==> src/rtl/reg_file_wb.sv <==
// Eight-entry register file with write-back mux, same-cycle write-to-read forwarding
// and a saturating count of committed writes.
module reg_file_wb #(
   parameter int unsigned DATA_W = 8,
   parameter int unsigned ADDR_W = 3
) (
   input  logic              clk,
   input  logic              rst,
   input  logic [ADDR_W-1:0] Rs_addr,
   input  logic [ADDR_W-1:0] Rt_addr,
   output logic [DATA_W-1:0] Rs_data,
   output logic [DATA_W-1:0] Rt_data,
   input  logic [ADDR_W-1:0] Wr_addr,
   input  logic [DATA_W-1:0] ALU_result,
   input  logic [DATA_W-1:0] Mem_data,
   input  logic              MemtoReg_cntrl,
   input  logic              RegWrite_cntrl,
   output logic [DATA_W-1:0] Wb_data,
   output logic [7:0]        Wr_count
);

   localparam int unsigned NumRegs = 2 ** ADDR_W;

   logic [DATA_W-1:0] regs_q [NumRegs];
   logic [7:0]        wr_count_q;
   logic              wr_en;

   assign Wb_data = MemtoReg_cntrl ? Mem_data : ALU_result;

   // Writes to register 0 are dropped entirely, so its storage keeps its reset value.
   assign wr_en = RegWrite_cntrl && (Wr_addr != '0);

   always_ff @(posedge clk or posedge rst) begin
      if (rst) begin
         for (int i = 0; i < int'(NumRegs); i++) begin
            regs_q[i] <= '0;
         end
         wr_count_q <= '0;
      end else if (wr_en) begin
         regs_q[Wr_addr] <= Wb_data;
         if (wr_count_q != 8'hFF) begin
            wr_count_q <= wr_count_q + 8'd1;
         end
      end
   end

   // Forwarding stays live during reset since it depends only on the current inputs.
   always_comb begin
      Rs_data = '0;
      Rt_data = '0;
      if (wr_en && (Rs_addr == Wr_addr)) begin
         Rs_data = Wb_data;
      end else if (Rs_addr != '0) begin
         Rs_data = regs_q[Rs_addr];
      end
      if (wr_en && (Rt_addr == Wr_addr)) begin
         Rt_data = Wb_data;
      end else if (Rt_addr != '0) begin
         Rt_data = regs_q[Rt_addr];
      end
   end

   assign Wr_count = wr_count_q;

endmodule
==> config.mk <==
export PLATFORM = sky130hd
export DESIGN_NAME = reg_file_wb
export DESIGN_NICKNAME = d
export VERILOG_FILES = /design/src/rtl/reg_file_wb.sv
export SDC_FILE = /design/constraint.sdc
export NUM_CORES = 1
export LEC_CHECK = 0
export CELL_PAD_IN_SITES_DETAIL_PLACEMENT = 1
export CELL_PAD_IN_SITES_GLOBAL_PLACEMENT = 2
export CORE_ASPECT_RATIO = 0.8
export CORE_MARGIN = 5
export CORE_UTILIZATION = 25
export CTS_BUF_LIST = sky130_fd_sc_hd__clkbuf_2 sky130_fd_sc_hd__clkbuf_4 sky130_fd_sc_hd__clkbuf_8
export CTS_CLUSTER_DIAMETER = 50
export DETAILED_ROUTE_END_ITERATION = 12
export GPL_TIMING_DRIVEN = 0
export HOLD_SLACK_MARGIN = 0.05
export PLACE_DENSITY = 0.68
export SLEW_MARGIN = 0
export SYNTH_ARGS = -nofsm -noshare
export SYNTH_HDL_FRONTEND = slang
export SYNTH_SLANG_ARGS = --single-unit
==> constraint.sdc <==
create_clock -name clk -period 2.65 [get_ports clk]
set_input_delay 0.3975 -clock clk [delete_from_list [all_inputs] [get_ports clk]]
set_output_delay 0.3975 -clock clk [all_outputs]
set_load 0.02 [all_outputs]
# Word-level counts from Yosys, hierarchy flattened
# Cells that the tools add are included.
[word_totals] word_cells=42 input_bits=29 out_inout_bits=32 ff_bits=72
[classes] mux=14 order_cmp=4 reduce_logical=8 n_eq_ne=3 bitwise=3 addsub=1
[op_table] op="two-way mux 8 bit" count=10
[op_table] op="bitwise mux 64 bit" count=1
[op_table] op="binary-select mux 8 bit (select 3 bit)" count=2
[op_table] op="demux 8 bit (select 3 bit)" count=1
[op_table] op="greater-or-equal comparator 4 bit, second input constant" count=3
[op_table] op="NOT 3 -> 4 bit" count=3
[op_table] op="nonzero test 3 bit" count=3
[op_table] op="adder 8 x 1 -> 8 bit, second input constant" count=1
[op_table] op="!= test 8 bit, second input constant" count=1
[op_table] op="== test 3 bit" count=2
[op_table] op="logical AND 1 bit" count=4
[op_table] op="< comparator 4 x 1 -> 1 bit, second input constant" count=1
[op_table] op="AND reduction 2 bit" count=1

# Depth between registers and ports, before layout
# Gate-level depths: netlist of run 1.
[depth] ltp_word=6 depth_mapped=6 mapped_depth_nobuf=5

# Worst setup path after synthesis of run 1
# OpenSTA, ideal clock, no wires.
[synth_timing] path_type="input port to output port" start="input Wr_addr[2]" end="output Rt_data[0]" arrival_ns=1.566 slack_ns=0.686 required_time_ns=2.253 n_path_buf=1 stages=5 cell_sequence="buf_2 o31a_4 nand4_4 o31ai_4 o22ai_1"
[synth_between] elab_chain_len=4 word_cells_on_any_way=5 classes_between="1 x eq/ne; 1 x mux; 3 x reduce/logical"
[synth_lines] element="from (decl)" line="13" source="input logic [ADDR_W-1:0] Wr_addr,"
[synth_lines] element="nonzero test 3 bit" line="31" source="assign wr_en = RegWrite_cntrl && (Wr_addr != '0);"
[synth_lines] element="logical AND 1 bit" line="31"
[synth_lines] element="logical AND 1 bit *" line="56" source="if (wr_en && (Rt_addr == Wr_addr)) begin"
[synth_lines] element="two-way mux 8 bit *" line="56"
[synth_lines] element="to (decl)" line="12" source="output logic [DATA_W-1:0] Rt_data,"
# Every way passes the cells marked *; elsewhere a longest branch is shown, timed or not.

# Worst setup path in the final report of run 1
[layout_timing] start="input Wr_addr[2]" end="output Rt_data[4]"
# Same word-level chain as after synthesis.

==> Implementation_results.wiki, run 1 <==
{| class="wikitable"
! Metric !! Value
|-
| Most used standard cell by instance count after synthesis || dfrtp_1
|-
| Post-DR vias/cell || 4.85
|-
| Final antenna-violating net count || 0
|-
| Via count || 3,018
|-
| Distinct cell type count of the synthesized netlist || 33
|-
| Maximum number of pins on one net before global-route repair || 52
|-
| Port bufs || 50
|-
| Height of the die || 124 um
|-
| IR Drop Worst-Case VDD || 0.253 mV
|-
| Static leakage power || 0.00219 uW
|-
| Endpoint type of the worst setup path || primary output
|-
| Number of violations of the max-capacitance limit || 0
|-
| Number of cell instances on the worst register-to-register path || 4
|-
| Result of the run || finished clean
|-
| Slew at the pin with the worst max-slew slack || roughly 0.66 ns
|-
| Dominant cells by area after synthesis || dfrtp_1 (44%), mux4_1 (13%), mux4_2 (6.6%)
|-
| Most frequent cells after synthesis || dfrtp_1 (72), nand2_1 (37), o21ai_0 (32)
|-
| Highest clock frequency the design can meet || 383 MHz
|-
| Remaining Overflow, GRT || 0
|-
| Layout Area Growth over Synthesis || 26.4%
|-
| Share of flip-flops with an asynchronous set or reset || 1.00
|-
| Detailed Routing Iterations Pass 1 || 4
|-
| Capture point of the worst path || Rt_data[4]
|-
| RD Place Congestion || 0.823
|-
| Crit Reg-Reg Endpoint || Wr_count[1]
|-
| Clock tree from TritonCTS || yes
|-
| Category of the critical setup timing path || primary input to primary output
|-
| Worst-case register-to-register setup slack || 1.15 ns
|-
| RSZ-0062 raised after global routing || no
|-
| First-pass GRT wire length || ~19 mm
|-
| Ant diodes || 0
|-
| Clock tree sinks || approximately 70
|-
| Cell count after synthesis || 340
|-
| Effective utilization at floorplan || 0.256
|-
| Cell Chain, Critical Path || buf_2 > o31a_4 > nand4_4 > o31ai_4 > o22ai_1 > clkdlybuf4s50_1
|-
| Number of nets produced by synthesis || 370
|-
| Max incr delay on CP || 0.66 ns
|-
| Via count of the first global-routing pass || 3,274
|-
| Count of buffering cells on the critical path with inverters included || 2
|-
| Number of gates on the worst path with buffers counted || 6
|-
| Core utilization of the finished layout || 0.324
|-
| Final period utilization || 0.984
|-
| Worst setup path startpoint || Wr_addr[2]
|-
| Post-layout minimum cycle time || 2.61 ns
|-
| Die W || 153 um
|-
| Clock network latency to the later pin of the worst-skew pair || 0.35 ns
|-
| Synthesized area || 4070 um^2
|-
| Number of warnings printed during yosys synthesis || 0
|-
| Final Setup Violations || 0
|-
| Final number of hold-violating endpoints || 0
|-
| Highest fanout seen on the critical path || 10
|-
| Sequential area share after synthesis || 0.443
|-
| Final Slew Violations || 0
|-
| Yosys reg bits || slightly above 70
|-
| Source of the worst register-to-register timing path || Wr_count[0]
|-
| Layout Skew || 0.00346 ns
|-
| Critical path data arrival time || 2.21 ns
|-
| Data required time at the worst endpoint || about 2.3 ns
|-
| Critical Path Start Type || primary input
|-
| GR Util All Layers || 0.126
|-
| Fraction of final layout cells sized beyond drive strength 1 || 0.172
|-
| Pre-CTS WS || -0.253 ns
|-
| Core Footprint || about 16,000 um^2
|-
| Root buf cell || clkbuf_8
|-
| Number of CTS-inserted buffers || 9
|-
| Count of routing violations after the opening detailed-route iteration || 117
|-
| I/O pin cnt || 61
|-
| Synth area leader || dfrtp_1
|-
| Detailed-route wire length || 11.5 mm
|-
| DIE AREA || 19,000 um^2
|-
| Cts-stage hold buffer count || 0
|-
| Ys flop type || dfrtp_1
|-
| Top cell type's share of synthesized area || 0.443
|-
| Standard cell with the maximum stage delay on the critical path || clkdlybuf4s50_1
|-
| Number of enable flip-flop cells after synthesis || 0
|-
| Mean routed wirelength per cell || about 19 um
|-
| Number of nets in the layout || ~430
|-
| Number of antenna violations at the first check in global routing || 0
|-
| Worst Hold Class || primary input to async pin
|-
| Final Worst Setup Slack || 0.0417 ns
|-
| Maximum number of buffers from clock root to sink || 2
|-
| Worst-path clk slew || 0.08 ns
|-
| Syn avg cell area || around 12 um^2
|-
| Delay-heaviest family, CP || buffers and inverters
|-
| Headroom to the max-slew limit || 0.553
|-
| Half-perimeter wire length after detailed placement || 8.68 mm
|-
| Htree depth || 3
|-
| Row Count || about 40
|-
| Post-CTS setup buffer count || 0
|-
| Post-layout power || 3710 uW
|-
| Post-detailed-route DRC marker count || 0
|-
| Power density of the placed cells || slightly above 700 nW/um^2
|}
-- cells by family (layout without fill, tap and decap cells) --
logic type                 Yosys count  after routing  synth area share
muxes                               57             57             0.257
AOI/OAI and AO/OA                   77             77             0.112
and+or+nand+nor                     80             80            0.0965
xor gates and xnor gates            13             13            0.0317
adders and majority gates            1              1           0.00307
DFF                                 72             72             0.443
buffers and inverters               40            107            0.0569
-- how the worst min path moves through the flow --
stage | start | to | slack, ns
6_report | rst | regs_q[56] | 0.37
2_1_floorplan | regs_q[61] | regs_q[61] | 0.44
3_5_place_dp | regs_q[61] | regs_q[61] | 0.46
3_3_place_gp | regs_q[61] | regs_q[61] | 0.45
4_1_cts | rst | regs_q[56] | 0.36
5_1_grt | rst | regs_q[56] | 0.39
-- area by class of cell --
| class | instances | area [um^2] |
|---|---|---|
| plain buffers | 31 | 205 |
| flip-flops and latches | 72 | 1800 |
| multi-input cells | 228 | 2080 |
| repair buffers | 51 | 528 |
| inverters | 9 | 36.3 |
| fillers | 1768 | 10800 |
| clock inverters | 5 | 78.8 |
| well taps | 215 | 269 |
| clock buffers | 11 | 151 |
-- per-stage QoR --
stage | hold WS, ns | TNS [ns] | std cells | area, um^2
detailed placement | 0.462 | -3.50 | 606 | 4870
floorplan | 0.436 | 0 | 340 | 4070
global route | 0.388 | 0 | 622 | 5150
CTS | 0.364 | 0 | 622 | 5130
finish | 0.365 | 0 | 622 | 5150
global placement | 0.450 | -71.69 | 605 | 4840
-- metal layers --
layer	GRT usage	wire (um)	vias up
met5	0	0	-
met4	0.0267	67	0
met3	0.0278	375	6
met2	0.220	5680	53
met1	0.163	5390	1572
li1	-	-	1387
-- power breakdown --
group          total (uW)  leakage [uW]  switching [uW]  internal, uW
combinational        1170       0.00119             573           595
clock                1000      0.000119             421           580
sequential           1540      0.000882             211          1330
-- repair_timing --
action	4_1_cts	5_1_grt
hold endpoints to repair	0	0
setup endpoints to repair	16	13
resized for setup	10	8
-- placed cells by master, fill, tap and decap left out, drive strengths merged, types with 4 or more instances in the layout --
master,instances
dfrtp,72
clkdlybuf4s50,47
nand2,37
o21ai,33
mux4,32
clkbuf,27
nor2,26
a21oi,24
mux2i,24
buf,17
o22ai,16
inv,9
xnor2,9
nand4,5
xor2,4
-- worst reg2reg max path, cell delays in order, from the launching register on --
cell	delay (ns)
dfrtp_1	0.43
ha_1	0.24
nand3_1	0.11
o21ai_2	0.26
mux2_2	0.37
-- registers in the layout, summed over array words and instances (netlist names) --
signal    cells
Wr_count      8
regs_q       64
Power figures use the tool's default switching activity.
==> run 2: changes to the inputs <==
--- a/config.mk
+++ b/config.mk
@@ -7,7 +7,6 @@
 export LEC_CHECK = 0
 export CELL_PAD_IN_SITES_DETAIL_PLACEMENT = 1
 export CELL_PAD_IN_SITES_GLOBAL_PLACEMENT = 2
-export CORE_ASPECT_RATIO = 0.8
 export CORE_MARGIN = 5
 export CORE_UTILIZATION = 25
 export CTS_BUF_LIST = sky130_fd_sc_hd__clkbuf_2 sky130_fd_sc_hd__clkbuf_4 sky130_fd_sc_hd__clkbuf_8
@@ -16,6 +15,7 @@
 export GPL_TIMING_DRIVEN = 0
 export HOLD_SLACK_MARGIN = 0.05
 export PLACE_DENSITY = 0.68
+export RECOVER_POWER = 25
 export SLEW_MARGIN = 0
 export SYNTH_ARGS = -nofsm -noshare
 export SYNTH_HDL_FRONTEND = slang
==> Implementation_results.wiki, run 2 (synthesis results as in run 1) <==
{| class="wikitable"
! Metric !! Value
|-
| Result of the run || finished clean
|-
| GR Util All Layers || 0.132
|-
| Via count || 2,991
|-
| Worst-case hold path end point || regs_q[58]
|-
| Standard cell with the maximum stage delay on the critical path || clkdlybuf4s50_1
|-
| Power density of the placed cells || 710 nW/um^2
|-
| Post-detailed-route DRC marker count || 0
|-
| Max FFs per register || 64
|-
| Cts-stage hold buffer count || 0
|-
| RD Place Congestion || slightly below 0.8
|-
| Htree depth || 3
|-
| Post-detailed-placement cell area || 4870 um^2
|-
| Slew at the pin with the worst max-slew slack || between 0.9 and 1 ns
|-
| Register name with the most flops || regs_q
|-
| Highest clock frequency the design can meet || 396 MHz
|-
| Final Setup Violations || 0
|-
| Static leakage power || 0.00219 uW
|-
| Endpoint type of the worst setup path || primary output
|-
| Worst-case register-to-register setup slack || 1.15 ns
|-
| First-pass GRT wire length || 18.9 mm
|-
| Cell Chain, Critical Path || buf_2 > buf_4 > mux4_2 > mux2i_1 > o22ai_1 > clkdlybuf4s50_1
|-
| RSZ-0062 raised after global routing || no
|-
| Number of CTS-inserted buffers || 9
|-
| Headroom to the max-slew limit || 0.381
|-
| Setup TNS || 0 ns
|-
| Number of violations of the max-capacitance limit || 0
|-
| Remaining Overflow, GRT || 0
|-
| Startpoint of the most critical hold path || regs_q[58]
|-
| Mean routed wirelength per cell || approximately 19 um
|-
| Worst-path clk slew || 0.07 ns
|-
| DIE AREA || between 15,000 and 20,000 um^2
|-
| Crit Reg-Reg Endpoint || Wr_count[1]
|-
| Ant diodes || 0
|-
| Clock network latency to the later pin of the worst-skew pair || 0.35 ns
|-
| Height of the die || 138 um
|-
| Highest metal layer with signal wires || met4
|-
| Row Count || 46
|-
| Layout Skew || 0.00284 ns
|-
| Met2 wirelength from detailed routing || 5.83 mm
|-
| I/O pin cnt || 61
|-
| Category of the critical setup timing path || primary input to primary output
|-
| Port bufs || 50
|-
| Clock tree sinks || 72
|-
| Detailed-route wire length || around 12 mm
|-
| Source of the worst register-to-register timing path || Wr_count[0]
|-
| Core Footprint || 15,900 um^2
|-
| Via count of the first global-routing pass || 3,247
|-
| Max incr delay on CP || 0.57 ns
|-
| Maximum number of pins on one net before global-route repair || 54
|-
| Maximum number of buffers from clock root to sink || 2
|-
| Post-layout minimum cycle time || 2.53 ns
|-
| IR Drop Worst-Case VDD || 0.227 mV
|-
| Die W || approximately 140 um
|-
| Final number of hold-violating endpoints || 0
|-
| Critical Path Start Type || primary input
|-
| Root buf cell || clkbuf_8
|-
| Sum of met3 wire segment lengths after detailed routing || around 440 um
|-
| Tightest hold margin || about 0.48 ns
|-
| Detailed Routing Iterations Pass 1 || 4
|-
| Wire length the detailed router placed on met1 || 5.37 mm
|-
| Effective utilization at floorplan || 0.255
|-
| Fraction of final layout cells sized beyond drive strength 1 || 0.167
|-
| Count of routing violations after the opening detailed-route iteration || 156
|-
| Final period utilization || 0.954
|-
| Final antenna-violating net count || 0
|-
| Number of instances on the worst hold path || 1
|-
| Highest-count cells in the layout ignoring fill and taps || dfrtp_1 (72), nand2_1 (37), clkdlybuf4s50_1 (34), o21ai_0 (32), nor2_1 (26)
|-
| Data required time at the worst endpoint || 2.25 ns
|-
| Half-perimeter wire length after detailed placement || 8.74 mm
|-
| Highest fanout seen on the critical path || 10
|-
| Number of antenna violations at the first check in global routing || 0
|-
| Final Slew Violations || 0
|-
| Post-DR vias/cell || 4.80
|-
| Number of fillers in the final layout || 1,755
|-
| Most common cell after layout, fill and taps aside || dfrtp_1
|-
| Clock tree from TritonCTS || yes
|-
| Final instance area || 5070 um^2
|-
| Post-CTS setup buffer count || 0
|-
| Worst Hold Class || register to register
|-
| Number of cell instances on the worst register-to-register path || 4
|-
| Layout Area Growth over Synthesis || 24.6%
|-
| Number of nets in the layout || 432
|-
| Critical path data arrival time || about 2.1 ns
|}
[run 2: cell count changes in the layout (fill, tap and decap cells not counted), moves of 2 or more]
cell,previous run,this run
clkbuf_4,1,3
dlygate4sd2_1,0,13
clkdlybuf4s50_1,47,34
buf_2,4,6
[run 2: critical path: cells and delay by family]
kind | cells | cell delay, ns
buffers and inverters | 3 | 1.14
multiplexers | 2 | 0.50
AO/OA/AOI/OAI | 1 | 0.09
[run 2: layout make-up]
type	instances	area [um^2]	share of cell area
Buffer	31	200	0.0395
Clock buffer	13	166	0.0328
Clock inverter	3	40.0	0.00789
Inverter	9	35.0	0.00691
Multi-Input combinational cell	228	2060	0.407
Sequential cell	72	1800	0.355
Tap cell	216	270	0.0533
Timing Repair Buffer	51	494	0.0974
[run 2: metal layers]
layer / global-route usage / vias to the layer above
met4: 0.0333 / 0
met5: 0 / -
li1: - / 1387
met3: 0.0241 / 9
met1: 0.175 / 1534
met2: 0.221 / 61
[run 2: stage by stage]
step / utilization / worst slack [ns] / std cells / power (uW)
after floorplan: - / 0.428 / 340 / 2230
after global placement: 0.304 / -0.949 / 606 / 2670
after detailed placement: 0.306 / -0.285 / 607 / 2730
after CTS: 0.318 / 0.0655 / 623 / 3650
after global routing: 0.318 / 0.0191 / 623 / 3830
final: 0.318 / 0.123 / 623 / 3600
[run 2: report_power, final]
| part | switching, uW | total, uW | leakage (uW) | internal [uW] |
|---|---|---|---|---|
| Sequential | 210 | 1530 | 0.000882 | 1320 |
| Combinational | 571 | 1130 | 0.00120 | 555 |
| Clock | 433 | 938 | 0.000110 | 506 |
[run 2: timing repair]
| item | 4_1_cts | 5_1_grt |
|---|---|---|
| endpoints found under the setup margin | 16 | 10 |
| pin swaps | 0 | 0 |
| resized for setup | 18 | 6 |
| hold endpoints to repair | 0 | 0 |
[run 2: worst max path at each step]
stage,startpoint,to,cells after the start
after floorplan,rst,Wr_count[0],1
final,Rt_addr[1],Rt_data[1],6
after global routing,RegWrite_cntrl,Rt_data[1],6
after CTS,Mem_data[6],Wb_data[6],4
after global placement,rst,regs_q[15],2
after detailed placement,RegWrite_cntrl,Rs_data[4],6
==> run 3: changes to the inputs <==
--- a/config.mk
+++ b/config.mk
@@ -5,6 +5,7 @@
 export SDC_FILE = /design/constraint.sdc
 export NUM_CORES = 1
 export LEC_CHECK = 0
+export CAP_MARGIN = 20
 export CELL_PAD_IN_SITES_DETAIL_PLACEMENT = 1
 export CELL_PAD_IN_SITES_GLOBAL_PLACEMENT = 2
 export CORE_MARGIN = 5
==> results of run 3 <==
No change in the layout: final DEF, timing and power equal those of run 2.
